<file path="src/rtl/alu_pkg.sv">
// rtl/alu_pkg.sv - shared opcodes, FSM state encoding and error result values
// Purpose: constants shared by alu_core and alu_arbiter.
// Ports: none (package).
package alu_pkg;

    localparam logic [2:0] OP_ADD = 3'b000;
    localparam logic [2:0] OP_SUB = 3'b001;
    localparam logic [2:0] OP_MUL = 3'b010;
    localparam logic [2:0] OP_DIV = 3'b011;
    localparam logic [2:0] OP_AND = 3'b100;
    localparam logic [2:0] OP_OR  = 3'b101;

    typedef enum logic [1:0] {
        ST_IDLE = 2'd0,
        ST_EXEC = 2'd1,
        ST_RESP = 2'd2
    } state_e;

    // Result values reported alongside rsp_err
    localparam logic [7:0] DIV0_RESULT    = 8'hFF;
    localparam logic [7:0] ILLEGAL_RESULT = 8'h00;

endpackage

</file>
<file path="src/rtl/alu_arbiter_if.sv">
// rtl/alu_arbiter_if.sv - request/response bus between two requesters and the arbiter
// Purpose: bundles both request channels, both response channels and status.
// Modports: slave  - arbiter side (drives reqN_ready, rspN_valid, rsp_data, rsp_err, busy, done_cnt)
//           master - requester side (drives reqN_valid/op/a/b, rspN_ready)
interface alu_arbiter_if #(
    parameter int DW = 4,
    parameter int RW = 2 * DW
);
    logic          req0_valid;
    logic          req0_ready;
    logic [2:0]    req0_op;
    logic [DW-1:0] req0_a;
    logic [DW-1:0] req0_b;
    logic          req1_valid;
    logic          req1_ready;
    logic [2:0]    req1_op;
    logic [DW-1:0] req1_a;
    logic [DW-1:0] req1_b;
    logic          rsp0_valid;
    logic          rsp0_ready;
    logic          rsp1_valid;
    logic          rsp1_ready;
    logic [RW-1:0] rsp_data;
    logic          rsp_err;
    logic          busy;
    logic [7:0]    done_cnt;

    modport slave (
        input  req0_valid, req0_op, req0_a, req0_b,
        input  req1_valid, req1_op, req1_a, req1_b,
        input  rsp0_ready, rsp1_ready,
        output req0_ready, req1_ready,
        output rsp0_valid, rsp1_valid, rsp_data, rsp_err, busy, done_cnt
    );

    modport master (
        output req0_valid, req0_op, req0_a, req0_b,
        output req1_valid, req1_op, req1_a, req1_b,
        output rsp0_ready, rsp1_ready,
        input  req0_ready, req1_ready,
        input  rsp0_valid, rsp1_valid, rsp_data, rsp_err, busy, done_cnt
    );
endinterface

</file>
<file path="src/rtl/alu_core.sv">
// rtl/alu_core.sv - registered ALU, one-cycle latency, with error flag
// Purpose: computes op(a, b) on zero-extended operands when en is high and
//          holds the result otherwise, so the response stays stable.
// Ports: clk, rst (async high); en load strobe; op/a/b operands;
//        result/err registered outputs.
module alu_core
    import alu_pkg::*;
#(
    parameter int DW = 4,
    parameter int RW = 2 * DW
) (
    input  logic          clk,
    input  logic          rst,
    input  logic          en,
    input  logic [2:0]    op,
    input  logic [DW-1:0] a,
    input  logic [DW-1:0] b,
    output logic [RW-1:0] result,
    output logic          err
);

    logic [RW-1:0] result_q, result_d;
    logic          err_q, err_d;
    logic [RW-1:0] a_ext, b_ext;

    assign a_ext = {{(RW-DW){1'b0}}, a};
    assign b_ext = {{(RW-DW){1'b0}}, b};

    always_comb begin
        result_d = result_q;
        err_d    = err_q;
        if (en) begin
            err_d = 1'b0;
            case (op)
                OP_ADD: result_d = a_ext + b_ext;
                OP_SUB: result_d = a_ext - b_ext;
                OP_MUL: result_d = a_ext * b_ext;
                OP_DIV: begin
                    if (b_ext == '0) begin
                        result_d = RW'(DIV0_RESULT);
                        err_d    = 1'b1;
                    end else begin
                        result_d = a_ext / b_ext;
                    end
                end
                OP_AND: result_d = a_ext & b_ext;
                OP_OR:  result_d = a_ext | b_ext;
                default: begin
                    result_d = RW'(ILLEGAL_RESULT);
                    err_d    = 1'b1;
                end
            endcase
        end
    end

    always_ff @(posedge clk or posedge rst) begin
        if (rst) begin
            result_q <= '0;
            err_q    <= 1'b0;
        end else begin
            result_q <= result_d;
            err_q    <= err_d;
        end
    end

    assign result = result_q;
    assign err    = err_q;

endmodule

</file>
<file path="src/rtl/alu_arbiter.sv">
// rtl/alu_arbiter.sv - two-requester round-robin front end for alu_core
// Purpose: grants one request at a time, captures its operands, runs alu_core
//          and returns the result on the granted requester's response channel.
// Ports: clk, rst (async high); bus (alu_arbiter_if.slave) carrying both
//        request/response channels plus busy and done_cnt.
module alu_arbiter
    import alu_pkg::*;
#(
    parameter int DW = 4,
    parameter int RW = 2 * DW
) (
    input  logic          clk,
    input  logic          rst,
    alu_arbiter_if.slave  bus
);

    state_e        state_q, state_d;
    logic          grant_q, grant_d;   // requester owning the in-flight op
    logic          ptr_q, ptr_d;       // requester favoured on contention
    logic [2:0]    op_q, op_d;
    logic [DW-1:0] a_q, a_d;
    logic [DW-1:0] b_q, b_d;
    logic [7:0]    done_cnt_q, done_cnt_d;

    logic          sel;
    logic          req0_ready, req1_ready;
    logic          rsp0_valid, rsp1_valid;
    logic          core_en;
    logic [RW-1:0] core_result;
    logic          core_err;

    always_comb begin
        state_d    = state_q;
        grant_d    = grant_q;
        ptr_d      = ptr_q;
        op_d       = op_q;
        a_d        = a_q;
        b_d        = b_q;
        done_cnt_d = done_cnt_q;
        sel        = ptr_q;
        req0_ready = 1'b0;
        req1_ready = 1'b0;
        rsp0_valid = 1'b0;
        rsp1_valid = 1'b0;
        core_en    = 1'b0;

        case (state_q)
            ST_IDLE: begin
                // rst gates ready so no handshake is signalled while held in reset
                if (!rst && (bus.req0_valid || bus.req1_valid)) begin
                    sel        = (bus.req0_valid && bus.req1_valid) ? ptr_q : bus.req1_valid;
                    req0_ready = !sel;
                    req1_ready = sel;
                    grant_d    = sel;
                    op_d       = sel ? bus.req1_op : bus.req0_op;
                    a_d        = sel ? bus.req1_a  : bus.req0_a;
                    b_d        = sel ? bus.req1_b  : bus.req0_b;
                    state_d    = ST_EXEC;
                end
            end
            ST_EXEC: begin
                core_en = 1'b1;
                state_d = ST_RESP;
            end
            ST_RESP: begin
                rsp0_valid = !grant_q;
                rsp1_valid = grant_q;
                if (grant_q ? bus.rsp1_ready : bus.rsp0_ready) begin
                    state_d    = ST_IDLE;
                    done_cnt_d = done_cnt_q + 8'd1;
                    ptr_d      = !grant_q;
                end
            end
            default: state_d = ST_IDLE;
        endcase
    end

    always_ff @(posedge clk or posedge rst) begin
        if (rst) begin
            state_q    <= ST_IDLE;
            grant_q    <= 1'b0;
            ptr_q      <= 1'b0;
            op_q       <= '0;
            a_q        <= '0;
            b_q        <= '0;
            done_cnt_q <= '0;
        end else begin
            state_q    <= state_d;
            grant_q    <= grant_d;
            ptr_q      <= ptr_d;
            op_q       <= op_d;
            a_q        <= a_d;
            b_q        <= b_d;
            done_cnt_q <= done_cnt_d;
        end
    end

    alu_core #(
        .DW (DW),
        .RW (RW)
    ) u_core (
        .clk    (clk),
        .rst    (rst),
        .en     (core_en),
        .op     (op_q),
        .a      (a_q),
        .b      (b_q),
        .result (core_result),
        .err    (core_err)
    );

    assign bus.req0_ready = req0_ready;
    assign bus.req1_ready = req1_ready;
    assign bus.rsp0_valid = rsp0_valid;
    assign bus.rsp1_valid = rsp1_valid;
    assign bus.rsp_data   = core_result;
    assign bus.rsp_err    = core_err;
    assign bus.busy       = (state_q != ST_IDLE);
    assign bus.done_cnt   = done_cnt_q;

endmodule

</file>
<file path="src/flat_wrapper.sv">
// flat-port wrapper written by rule: the top's interface ports become plain ports
module alu_arbiter_flat import alu_pkg::*;
#(
    parameter int DW = 4,
    parameter int RW = 2 * DW
)
  (clk, rst, bus_req0_valid, bus_req0_op, bus_req0_a, bus_req0_b, bus_req1_valid, bus_req1_op, bus_req1_a, bus_req1_b, bus_rsp0_ready, bus_rsp1_ready, bus_req0_ready, bus_req1_ready, bus_rsp0_valid, bus_rsp1_valid, bus_rsp_data, bus_rsp_err, bus_busy, bus_done_cnt);
  alu_arbiter_if #(.DW(DW), .RW(RW)) bus_i ();
  input  logic clk;
  input  logic rst;
  input wire logic [$bits(bus_i.req0_valid)-1:0] bus_req0_valid;
  input wire logic [$bits(bus_i.req0_op)-1:0] bus_req0_op;
  input wire logic [$bits(bus_i.req0_a)-1:0] bus_req0_a;
  input wire logic [$bits(bus_i.req0_b)-1:0] bus_req0_b;
  input wire logic [$bits(bus_i.req1_valid)-1:0] bus_req1_valid;
  input wire logic [$bits(bus_i.req1_op)-1:0] bus_req1_op;
  input wire logic [$bits(bus_i.req1_a)-1:0] bus_req1_a;
  input wire logic [$bits(bus_i.req1_b)-1:0] bus_req1_b;
  input wire logic [$bits(bus_i.rsp0_ready)-1:0] bus_rsp0_ready;
  input wire logic [$bits(bus_i.rsp1_ready)-1:0] bus_rsp1_ready;
  output wire logic [$bits(bus_i.req0_ready)-1:0] bus_req0_ready;
  output wire logic [$bits(bus_i.req1_ready)-1:0] bus_req1_ready;
  output wire logic [$bits(bus_i.rsp0_valid)-1:0] bus_rsp0_valid;
  output wire logic [$bits(bus_i.rsp1_valid)-1:0] bus_rsp1_valid;
  output wire logic [$bits(bus_i.rsp_data)-1:0] bus_rsp_data;
  output wire logic [$bits(bus_i.rsp_err)-1:0] bus_rsp_err;
  output wire logic [$bits(bus_i.busy)-1:0] bus_busy;
  output wire logic [$bits(bus_i.done_cnt)-1:0] bus_done_cnt;
  assign bus_i.req0_valid = bus_req0_valid;
  assign bus_i.req0_op = bus_req0_op;
  assign bus_i.req0_a = bus_req0_a;
  assign bus_i.req0_b = bus_req0_b;
  assign bus_i.req1_valid = bus_req1_valid;
  assign bus_i.req1_op = bus_req1_op;
  assign bus_i.req1_a = bus_req1_a;
  assign bus_i.req1_b = bus_req1_b;
  assign bus_i.rsp0_ready = bus_rsp0_ready;
  assign bus_i.rsp1_ready = bus_rsp1_ready;
  assign bus_req0_ready = bus_i.req0_ready;
  assign bus_req1_ready = bus_i.req1_ready;
  assign bus_rsp0_valid = bus_i.rsp0_valid;
  assign bus_rsp1_valid = bus_i.rsp1_valid;
  assign bus_rsp_data = bus_i.rsp_data;
  assign bus_rsp_err = bus_i.rsp_err;
  assign bus_busy = bus_i.busy;
  assign bus_done_cnt = bus_i.done_cnt;
  alu_arbiter #(.DW(DW), .RW(RW)) u_core (.clk(clk), .rst(rst), .bus(bus_i));
endmodule
</file>
<file path="config.mk">
export PLATFORM = sky130hd
export DESIGN_NAME = alu_arbiter_flat
export DESIGN_NICKNAME = d
export VERILOG_FILES = /design/src/rtl/alu_pkg.sv /design/src/rtl/alu_arbiter_if.sv /design/src/rtl/alu_core.sv /design/src/rtl/alu_arbiter.sv /design/src/flat_wrapper.sv
export SDC_FILE = /design/constraint.sdc
export NUM_CORES = 1
export LEC_CHECK = 0
export CAP_MARGIN = 20
export CORE_UTILIZATION = 49
export DETAILED_ROUTE_END_ITERATION = 6
export GPL_ROUTABILITY_DRIVEN = 0
export HOLD_SLACK_MARGIN = 0.03
export PLACE_DENSITY_LB_ADDON = 0.25
export SLEW_MARGIN = 20
export SYNTH_ARGS = -nofsm -noshare
export SYNTH_HDL_FRONTEND = slang
export SYNTH_SLANG_ARGS = --single-unit
</file>
<file path="constraint.sdc">
create_clock -name clk -period 9.7 [get_ports clk]
set_input_delay 2.91 -clock clk [delete_from_list [all_inputs] [get_ports clk]]
set_output_delay 2.91 -clock clk [all_outputs]
set_load 0.005 [all_outputs]
</file>
Word-level counts from Yosys, hierarchy flattened. Cells that the tools add are included.

Bits in registers: 32. Output and inout bits: 22. Word-level logic and storage cells: 58. Bits of input ports: 28.

Eq/ne operators: 9. Muxes and demuxes: 19. Add/sub/neg operators: 3. $mul: 1. Reduce and logical (&&, ||, !) cells: 14. Divide/modulo/power cells: 1. Bitwise logic cells: 2.

Operators by type and width (count): case mux 8 bit (6 select lines) (1); two-way mux 1 bit (10); adder 8 x 1 -> 8 bit, second input constant (1); divider 4 x 4 -> 8 bit (1); zero test 8 bit (1); multiplier 4 x 4 -> 8 bit (1); two-way mux 4 bit (2); two-way mux 8 bit (1); == test 3 x 2 -> 1 bit, second input constant (2); == test 3 bit, second input constant (2); case mux 2 bit (3 select lines) (1); AND reduction 2 bit (3); adder 4 x 4 -> 5 bit (1); OR reduction 5 bit (1); subtractor 4 x 4 -> 5 bit (1); AND 4 bit (1); two-way mux 2 bit (2); bitwise OR 4 bit (1); == test 3 x 1 -> 1 bit, second input constant (1); zero test 1 bit (3); zero test 3 bit (1); two-way mux 3 bit (1); == test 2 x 1 -> 1 bit, second input constant (1); == test 2 bit, second input constant (1); 7 further kinds (8).

Longest topological paths before layout. Gate-level depths: netlist of the first run.

Word-level depth: 5. Depth in mapped cells: 49. Depth with buffers taken out: 48.

Cells and area by module. From an unflattened synthesis of the first run, not the netlist that was laid out.

Cells, all modules: 440. Area total of the unflattened synthesis: 3872.5 um2.

By module, submodules not included: alu_core (sequential area each 225.2 um2, area each 2686.3 um2, cells an instance 344, times used 1); alu_arbiter (sequential area each 575.6 um2, area each 1186.1 um2, cells an instance 96, times used 1).

Least setup slack after synthesis of the first run. No wires, ideal clock.

Path type: register -> register. Start: reg u_core.b_q[0]. End: reg u_core.u_core.result_q[0], in the netlist u_core.u_core.result[0]. Arrival: 7.913 ns. Cell stages (with the launch flop): 40. Clock period less this slack: 8.041 ns. Setup slack: 1.659 ns. Setup time: 0.128 ns. Path buffers: 1. Data required time: 9.572 ns. Path through: dfrtp_1 > inv_1 > ha_1 > o211ai_1 > a211oi_1 > ha_1 > o211a_1 > o21ai_0 > and2_1 > nor2_1 > ha_1 > o2111ai_1 > nand3_1 > nor2_1 > a31o_1 > buf_6 > mux2_2 > ha_1 > [... 4 more ...] > a2111oi_4 > mux2i_1 > ha_1 > o21a_1 > o21ai_0 > nand2b_1 > a21oi_1 > o21ai_1 > nor2_2 > mux2_2 > ha_1 > o21a_1 > o21ai_0 > a21oi_1 > o31ai_1 > o21ai_0 > a31oi_1 > o31ai_1.

Cells in the longest elaborated chain, start to end: 3. Elaborated cells on any way between the ends: 9. Those cells by class: add/sub: 2; mul: 1; div: 1; mux: 2; bitwise: 2; reduce/logical: 1.

RTL lines: from (decl) (RTL line alu_arbiter.sv:22) `logic [DW-1:0] b_q, b_d;`; from (signal assigned) (RTL line alu_arbiter.sv:85) `b_q <= '0;`; from (signal assigned) (RTL line alu_arbiter.sv:93) `b_q <= b_d;`; divider 4 x 4 -> 8 bit / zero test 8 bit (equally long branches) (RTL line alu_core.sv:43, alu_core.sv:39); two-way mux 8 bit (RTL line alu_core.sv:39) `if (b_ext == '0) begin`; case mux 8 bit (6 select lines) (*) (RTL line alu_core.sv:34) `case (op)`; to (signal assigned) (RTL line alu_core.sv:61) `result_q <= result_d;`; to (decl) (RTL line alu_core.sv:22) `logic [RW-1:0] result_q, result_d;`.

Mark *: on every way between the ends. The rest lies on a longest branch, timed or not. A chain may end at the register's enable or synchronous reset.

Final worst setup path of the first run.
Start: reg u_core.b_q[1]. End: reg u_core.u_core.result_q[0], in the netlist u_core.u_core.result[0].

Cells in the longest elaborated chain, start to end: 3. Elaborated cells on any way between the ends: 4. Those cells by class: div: 1; mux: 2; reduce/logical: 1.

RTL lines (RTL line): divider 4 x 4 -> 8 bit / zero test 8 bit (equally long branches) (alu_core.sv:43, alu_core.sv:39); two-way mux 8 bit (*) (alu_core.sv:39); case mux 8 bit (6 select lines) (*) (alu_core.sv:34).

Marked as above.

==> summary.md, run 1 <==
| Metric | Value |
|---|---|
| Reg2Reg Depth | 40 |
| Largest net degree at the start of global routing | 33 |
| Routed Wire Length | 9.14 mm |
| Commonest non-fill, non-tap cells in the layout | ha_1, clkdlybuf4s50_1, a21oi_1, nor2_1, inv_1 |
| Die area | 7970 µm² |
| Critical path class | flip-flop to flip-flop |
| Max Slew Vio Count | 0 |
| Total gr overflow | 0 |
| TritonCTS Buffers | 5 |
| Status | finished clean |
| Routed via count | 3,457 |
| Synth Area in Adders | 21.3% |
| First-pass GRT wire length | 15.1 mm |
| # port buffers | 49 |
| CP max FO | 11 |
| First DRT Iteration DRCs | 213 |
| Total track usage | 24.4% |
| Met3 Use GR | 4.99% |
| Average size of a mapped cell | 8.31 µm² |
| Data arrival time of the critical path | 9.05 ns |
| Die width | 89.3 µm |
| Setup WS pre-CTS | 0.470 ns |
| DR pass1 iterations | 4 |
| GRT met1 Usage | 32.8% |
| Kind of start point of the critical path | flip-flop |
| Clock Path Buffers | 2 |
| Worst path most repeated cell | ha_1 |
| DRT antenna net count | 0 |
| Clock Latency Late Sink | 0.29 ns |
| Antenna cells | 0 |
| Ys flop type | dfrtp_1 |
| Tmin final | 8.88 ns |
| I/O pins | 50 |
| TritonCTS Sinks | 32 |
| Setup TNS | 0 ns |
| Xor and xnor area share after synthesis | 4.93% |
| GR peak layer | met2 |
| Compound-cell area share of the yosys netlist | 22.8% |
| Top cell type's share of synthesized area | 21.5% |
| Vias in the first global route | 3,262 |
| Hold WS | 0.489 ns |
| Largest stage delay on the critical path | 0.58 ns |
| CTS HTree Levels | 2 |
| EDFF count, synth | 0 |
| Synth Cell Area | 3730 µm² |
| Hpwl dp | 7.04 mm |
| Period utilization | 91.6% |
| LEAKAGE | 2.10 nW |
| Top area cells in the synthesized netlist | dfrtp_1, ha_1, a21oi_1, mux2i_1, nor2_1 |
| Post-synthesis mux area share | 5.80% |
| Clock transition at path regs | 0.07 ns |
| Seq/Total Area, Yosys | 21.5% |
| Post-Synthesis Cells | 449 |
| Initial core utilization | 51.2% |
| Rows | 31 |
| Setup violators final | 0 |
| Max stage delay cell, worst path | dfrtp_1 |
| Drt via density | 5.75 |
| RSZ-0062 raised after global routing | no |
| Power Density | 410 nW/µm² |
| Max-cap violations | 0 |
| Initial antenna violation count | 0 |
| CP Capture Type | flip-flop |
| DIE HEIGHT | 89.3 µm |
| Synth async-reset ratio | 100% |
| CTS root buf | clkbuf_8 |
| WL per Instance | 15.2 µm |
| Simple-gate share of the synthesized area | 18.8% |
| Nets | 589 |
| Rel. slew slack | 51.6% |
| GR met2 Demand/Resource | 40.2% |
| Distinct cells, synth | 64 |
| Min-Delay Path Depth | 2 |
| Yosys warns | 0 |
| Leading area contributor after synthesis | dfrtp_1 |
| # DRC | 0 |
| Hold/Removal Path Class | flip-flop to flip-flop |
| Clock Skews | 0.00644 ns |
| Worst Max-Slew Pin Slew | 0.727 ns |
| Setup ws final | 0.819 ns |
| Hold Vio Cnt, Final | 0 |
| FF+latch count, synth | 32 |
| CORE AREA | 7290 µm² |
| Most common cell after layout, fill and taps aside | ha_1 |
| Fmax | 0.113 GHz |
| Layout cell share with drive strength beyond 1 | 7.17% |
| VDD IR-drop max | 0.428 mV |
| Area Growth Syn to Fin | 19.5% |
| Crit path required time | 9.87 ns |
| Combinational family with the most area after synthesis | compound AO/OA/AOI/OAI gates |
| CTS tree | done |
cells by family (layout without fill, tap and decap cells):
logic type               count (synthesis)  in the layout
AND/OR/NAND/NOR                        138            138
AO/OA/AOI/OAI                          130            130
adder cells (fa/ha/maj)                 60             60
buffers and inverters                   46             96
flip-flops                              32             32
XOR/XNOR                                21             21
multiplexers                            21             21
other                                    1              4
critical path: cells and delay by family (launching register included):
family | cells | cell delay [ns]
buffers and inverters | 3 | 0.39
muxes | 4 | 1.10
DFF | 1 | 0.58
AOI/OAI and AO/OA | 22 | 3.96
and+or+nand+nor | 5 | 0.81
adders and majority gates | 6 | 1.90
stage by stage:
| step | util (%) | cell area, µm² | power (mW) | cells |
|---|---|---|---|---|
| final | 61.2 | 4460 | 1.83 | 601 |
| after global routing | 61.2 | 4460 | 2.04 | 601 |
| after CTS | 61.0 | 4450 | 1.82 | 600 |
| after detailed placement | 59.5 | 4340 | 1.68 | 592 |
| after global placement | 59.5 | 4340 | 1.64 | 592 |
| after floorplan | - | 3740 | 1.33 | 452 |
report_power, final:
group	internal, mW	total [mW]	switching (mW)
clock network	0.0762	0.127	0.0505
registers	0.186	0.296	0.110
logic	0.651	1.41	0.756
worst paths after layout:
kind | endpoint | startpoint | slack (ns)
min in group asynchronous | u_core.ptr_q | rst | 3.03
hold / removal | u_core.u_core.result[7] | u_core.u_core.result[7] | 0.49
max in group asynchronous | u_core.b_q[0] | rst | 6.35
setup reg to reg | u_core.u_core.result[0] | u_core.b_q[1] | 0.82
hold reg to reg | u_core.u_core.result[7] | u_core.u_core.result[7] | 0.49
setup / recovery | u_core.u_core.result[0] | u_core.b_q[1] | 0.82
repair_timing:
action / in CTS / in global routing
setup endpoints to repair: 0 / 1
buffers inserted: 0 / 1
hold buffers: 0 / 0
gates resized for setup: 0 / 4
synth_stat cells (3+ instances only):
cell type,n
o31ai_1,8
nor3_1,11
nor2b_1,4
xor2_1,8
mux2i_1,16
nand2_1,30
fa_1,6
mux2_2,5
a31oi_1,4
nand4_1,6
or2_2,4
a21o_1,8
nand2b_1,10
dfrtp_1,32
nor3b_1,3
buf_1,3
a21oi_1,43
inv_1,32
o22ai_1,4
o21ai_0,27
xnor2_1,13
nand3_1,8
a211oi_1,5
o21a_1,7
ha_1,54
nor2_1,42
clkbuf_1,8
or3_1,6
registers in the layout (all words and copies together), names as in the netlist:
name,cells
u_core.state_q,2
u_core.bus.done_cnt,8
u_core.u_core.err,1
u_core.u_core.result,8
u_core.op_q,3
u_core.a_q,4
u_core.grant_q,1
u_core.ptr_q,1
u_core.b_q,4
layer usage:
layer	wire, µm	up-vias
met5	0	-
met4	149	0
met1	4110	1626
li1	-	1717
met2	4360	96
met3	515	18
final cells by class:
cell class	instances	area, µm²
clock inverters	2	35.0
flip-flops and latches	32	802
clock buffers	6	72.6
well taps	99	124
inverters	33	124
fillers	676	2830
multi-input cells	374	2770
repair buffers	55	536
No activity file was read; power rests on OpenSTA's default activity.
==> run 2: changes to the inputs <==
--- a/config.mk
+++ b/config.mk
@@ -9,6 +9,7 @@
 export CORE_UTILIZATION = 49
 export DETAILED_ROUTE_END_ITERATION = 6
 export GPL_ROUTABILITY_DRIVEN = 0
+export GPL_TIMING_DRIVEN = 0
 export HOLD_SLACK_MARGIN = 0.03
 export PLACE_DENSITY_LB_ADDON = 0.25
 export SLEW_MARGIN = 20
==> run 2 against run 1 <==
Effect of this change: design area grew 2.2%; setup slack got worse by 0.13 ns; largest power group unchanged; combinational power rose by 4%; maximum frequency fell by 1.4%; register-to-register slack worse by 0.13 ns; clock-buffer cell count fell by 1; worst hold slack improved by 0.0021 ns; non-clock buffer count rose by 16; largest cell class unchanged.
==> summary.md, run 2 (synthesis results as in run 1) <==
| Metric | Value |
|---|---|
| Status | finished clean (unchanged) |
| Switching power | 923 µW (was 917 µW) |
| Routed via count | 3,523 (was 3,457) |
| Commonest non-fill, non-tap cells in the layout | ha_1, clkdlybuf4s50_1, a21oi_1, nor2_1 (was ha_1, clkdlybuf4s50_1, a21oi_1, nor2_1, inv_1) |
| Largest stage delay on the critical path | 0.53 ns (was 0.58 ns) |
| Crit path required time | 9.86 ns (was 9.87 ns) |
| DRT antenna net count | 0 (unchanged) |
| Critical path class | flip-flop to flip-flop (unchanged) |
| CTS tree | done (unchanged) |
| # port buffers | 49 (unchanged) |
| Kind of start point of the critical path | flip-flop (unchanged) |
| Layout cell share with drive strength beyond 1 | 8.88% (was 7.17%) |
| Max-cap violations | 0 (unchanged) |
| Die width | 89.3 µm (unchanged) |
| Worst path most repeated cell | ha_1 (unchanged) |
| TritonCTS Buffers | 5 (unchanged) |
| Initial core utilization | 51.2% (unchanged) |
| Hold_sp | u_core.bus.done_cnt[6] (was u_core.u_core.result[7]) |
| Rel. slew slack | 57.0% (was 51.6%) |
| Setup WS pre-CTS | 0.330 ns (was 0.470 ns) |
| Most common cell after layout, fill and taps aside | ha_1 (unchanged) |
| LEAKAGE | 2.11 nW (was 2.10 nW) |
| CORE AREA | 7290 µm² (unchanged) |
| CTS Hold Bufs | 0 (unchanged) |
| Non-Filler Cell Area, Final | 4560 µm² (was 4460 µm²) |
| Min-Delay Path Depth | 1 (was 2) |
| Clock power share | 6.8% (was 6.9%) |
| Non-Filler Instances | 617 (was 601) |
| First DRT Iteration DRCs | 244 (was 213) |
| Nets | 605 (was 589) |
| Worst path buffer plus inverter count | 2 (was 3) |
| Post-place instance area | 4360 µm² (was 4340 µm²) |
| Setup ws final | 0.690 ns (was 0.819 ns) |
| Rows | 31 (unchanged) |
| Hpwl dp | 7.36 mm (was 7.04 mm) |
| VDD IR-drop max | 0.503 mV (was 0.428 mV) |
| Largest net degree at the start of global routing | 33 (unchanged) |
| Combinational share of power | 78.8% (was 76.9%) |
| Sw frac | 49.6% (was 50.1%) |
| Vias in the first global route | 3,262 (unchanged) |
| Clock Latency Late Sink | 0.28 ns (was 0.29 ns) |
| R2R setup slack | 0.69 ns (was 0.82 ns) |
| Hold Path End | u_core.bus.done_cnt[6] (was u_core.u_core.result[7]) |
| Initial antenna violation count | 0 (unchanged) |
| Tmin final | 9.01 ns (was 8.88 ns) |
| DIE HEIGHT | 89.3 µm (unchanged) |
| Hold Vio Cnt, Final | 0 (unchanged) |
| Period utilization | 92.9% (was 91.6%) |
| First-pass GRT wire length | 14.9 mm (was 15.1 mm) |
| # DRC | 0 (unchanged) |
| Worst flop-to-flop path startpoint | u_core.b_q[0] (was u_core.b_q[1]) |
| Flop pwr share | 14.4% (was 16.2%) |
| CP startpoint | u_core.b_q[0] (was u_core.b_q[1]) |
| Max Slew Vio Count | 0 (unchanged) |
| DP Cell Count | 600 (was 592) |
| Setup violators final | 0 (unchanged) |
| CTS root buf | clkbuf_8 (unchanged) |
| CTS HTree Levels | 2 (unchanged) |
| CP Capture Type | flip-flop (unchanged) |
| Total track usage | 24.1% (was 24.4%) |
| Area Growth Syn to Fin | 22.1% (was 19.5%) |
| Total gr overflow | 0 (unchanged) |
| I/O pins | 50 (unchanged) |
| Clock Skews | 0.00699 ns (was 0.00644 ns) |
| Data arrival time of the critical path | 9.17 ns (was 9.05 ns) |
| Fmax | 0.111 GHz (was 0.113 GHz) |
| TritonCTS Sinks | 32 (unchanged) |
| Drt via density | 5.71 (was 5.75) |
| Power Density | 409 nW/µm² (was 410 nW/µm²) |
| Max stage delay cell, worst path | dfrtp_2 (was dfrtp_1) |
| Reg2Reg Depth | 40 (unchanged) |
| Top delay family on crit path | compound AO/OA/AOI/OAI gates (unchanged) |
| Clock Path Buffers | 2 (unchanged) |
| Antenna cells | 0 (unchanged) |
| WL per Instance | 15.0 µm (was 15.2 µm) |
| CP max FO | 10 (was 11) |
| Clock transition at path regs | 0.07 ns (about the same) |
| Die area | 7970 µm² (unchanged) |
| Worst Max-Slew Pin Slew | 0.644 ns (was 0.727 ns) |
| Pint | 939 µW (was 913 µW) |
| Routed Wire Length | 9.24 mm (was 9.14 mm) |
| DR pass1 iterations | 4 (unchanged) |
| Crit Reg-Reg Endpoint | u_core.u_core.result[0] (unchanged) |
| Hold/Removal Path Class | flip-flop to flip-flop (unchanged) |
[run 2: cell count changes in the layout (fill, tap and decap cells not counted), sizes merged]
cell | before | now
inv | 32 | 29
buf | 6 | 14
clkbuf | 6 | 13
clkinvlp | 0 | 4
[run 2: layer usage]
metal	global-route usage (%)	vias up	wire length [µm]
met1	33.0	1677	4330
li1	-	1755	-
met2	39.4	82	4440
met3	3.88	9	367
met5	0	-	0
met4	6.35	0	106
[run 2: metrics by stage]
stage | util (%) | hold WS [ns] | TNS (ns) | total power [mW]
after floorplan | - | 0.468 | 0 | 1.33
after global placement | 59.8 | 0.463 | 0 | 1.63
after detailed placement | 59.8 | 0.479 | 0 | 1.68
after CTS | 61.3 | 0.493 | 0 | 1.82
after global routing | 62.5 | 0.519 | -0.0219 | 2.07
final | 62.5 | 0.491 | 0 | 1.86
[run 2: worst max-delay path by stage]
stage / end / slack (ns) / depth (start not counted)
2_1_floorplan: u_core.u_core.result[0] / 1.66 / 39
3_3_place_gp: u_core.u_core.result[0] / 0.67 / 40
3_5_place_dp: u_core.u_core.result[0] / 0.33 / 40
4_1_cts: u_core.u_core.result[0] / 0.26 / 40
5_1_grt: u_core.u_core.result[0] / -0.02 / 40
6_report: u_core.u_core.result[0] / 0.69 / 40
[run 2: repair_timing]
action	4_1_cts	5_1_grt
setup buffers	0	9
setup endpoints to repair	0	1
resized for setup	0	7
[run 2: cell type report]
type	instances	area (µm²)
well taps	99	124
multi-input cells	374	2770
clock inverters	3	42.5
repair buffers	58	558
flip-flops and latches	32	803
inverters	33	135
plain buffers	13	57.6
clock buffers	5	68.8
fillers	662	2730
[run 2: power by group through the flow]
stage	registers (mW)	logic [mW]	clock network, mW
after floorplan	0.244	1.08	0
after global placement	0.263	1.37	0
after detailed placement	0.264	1.42	0
after CTS	0.262	1.43	0.129
after global routing	0.278	1.66	0.136
final	0.268	1.47	0.127
[run 2: worst register-to-register path, delay by kind of cell (launching register included)]
| kind | cells | cell delay (ns) |
|---|---|---|
| multiplexers | 3 | 0.90 |
| AO/OA/AOI/OAI | 22 | 4.01 |
| flip-flops | 1 | 0.53 |
| adder cells (fa/ha/maj) | 6 | 1.89 |
| AND/OR/NAND/NOR | 7 | 1.20 |
| buffers and inverters | 2 | 0.35 |
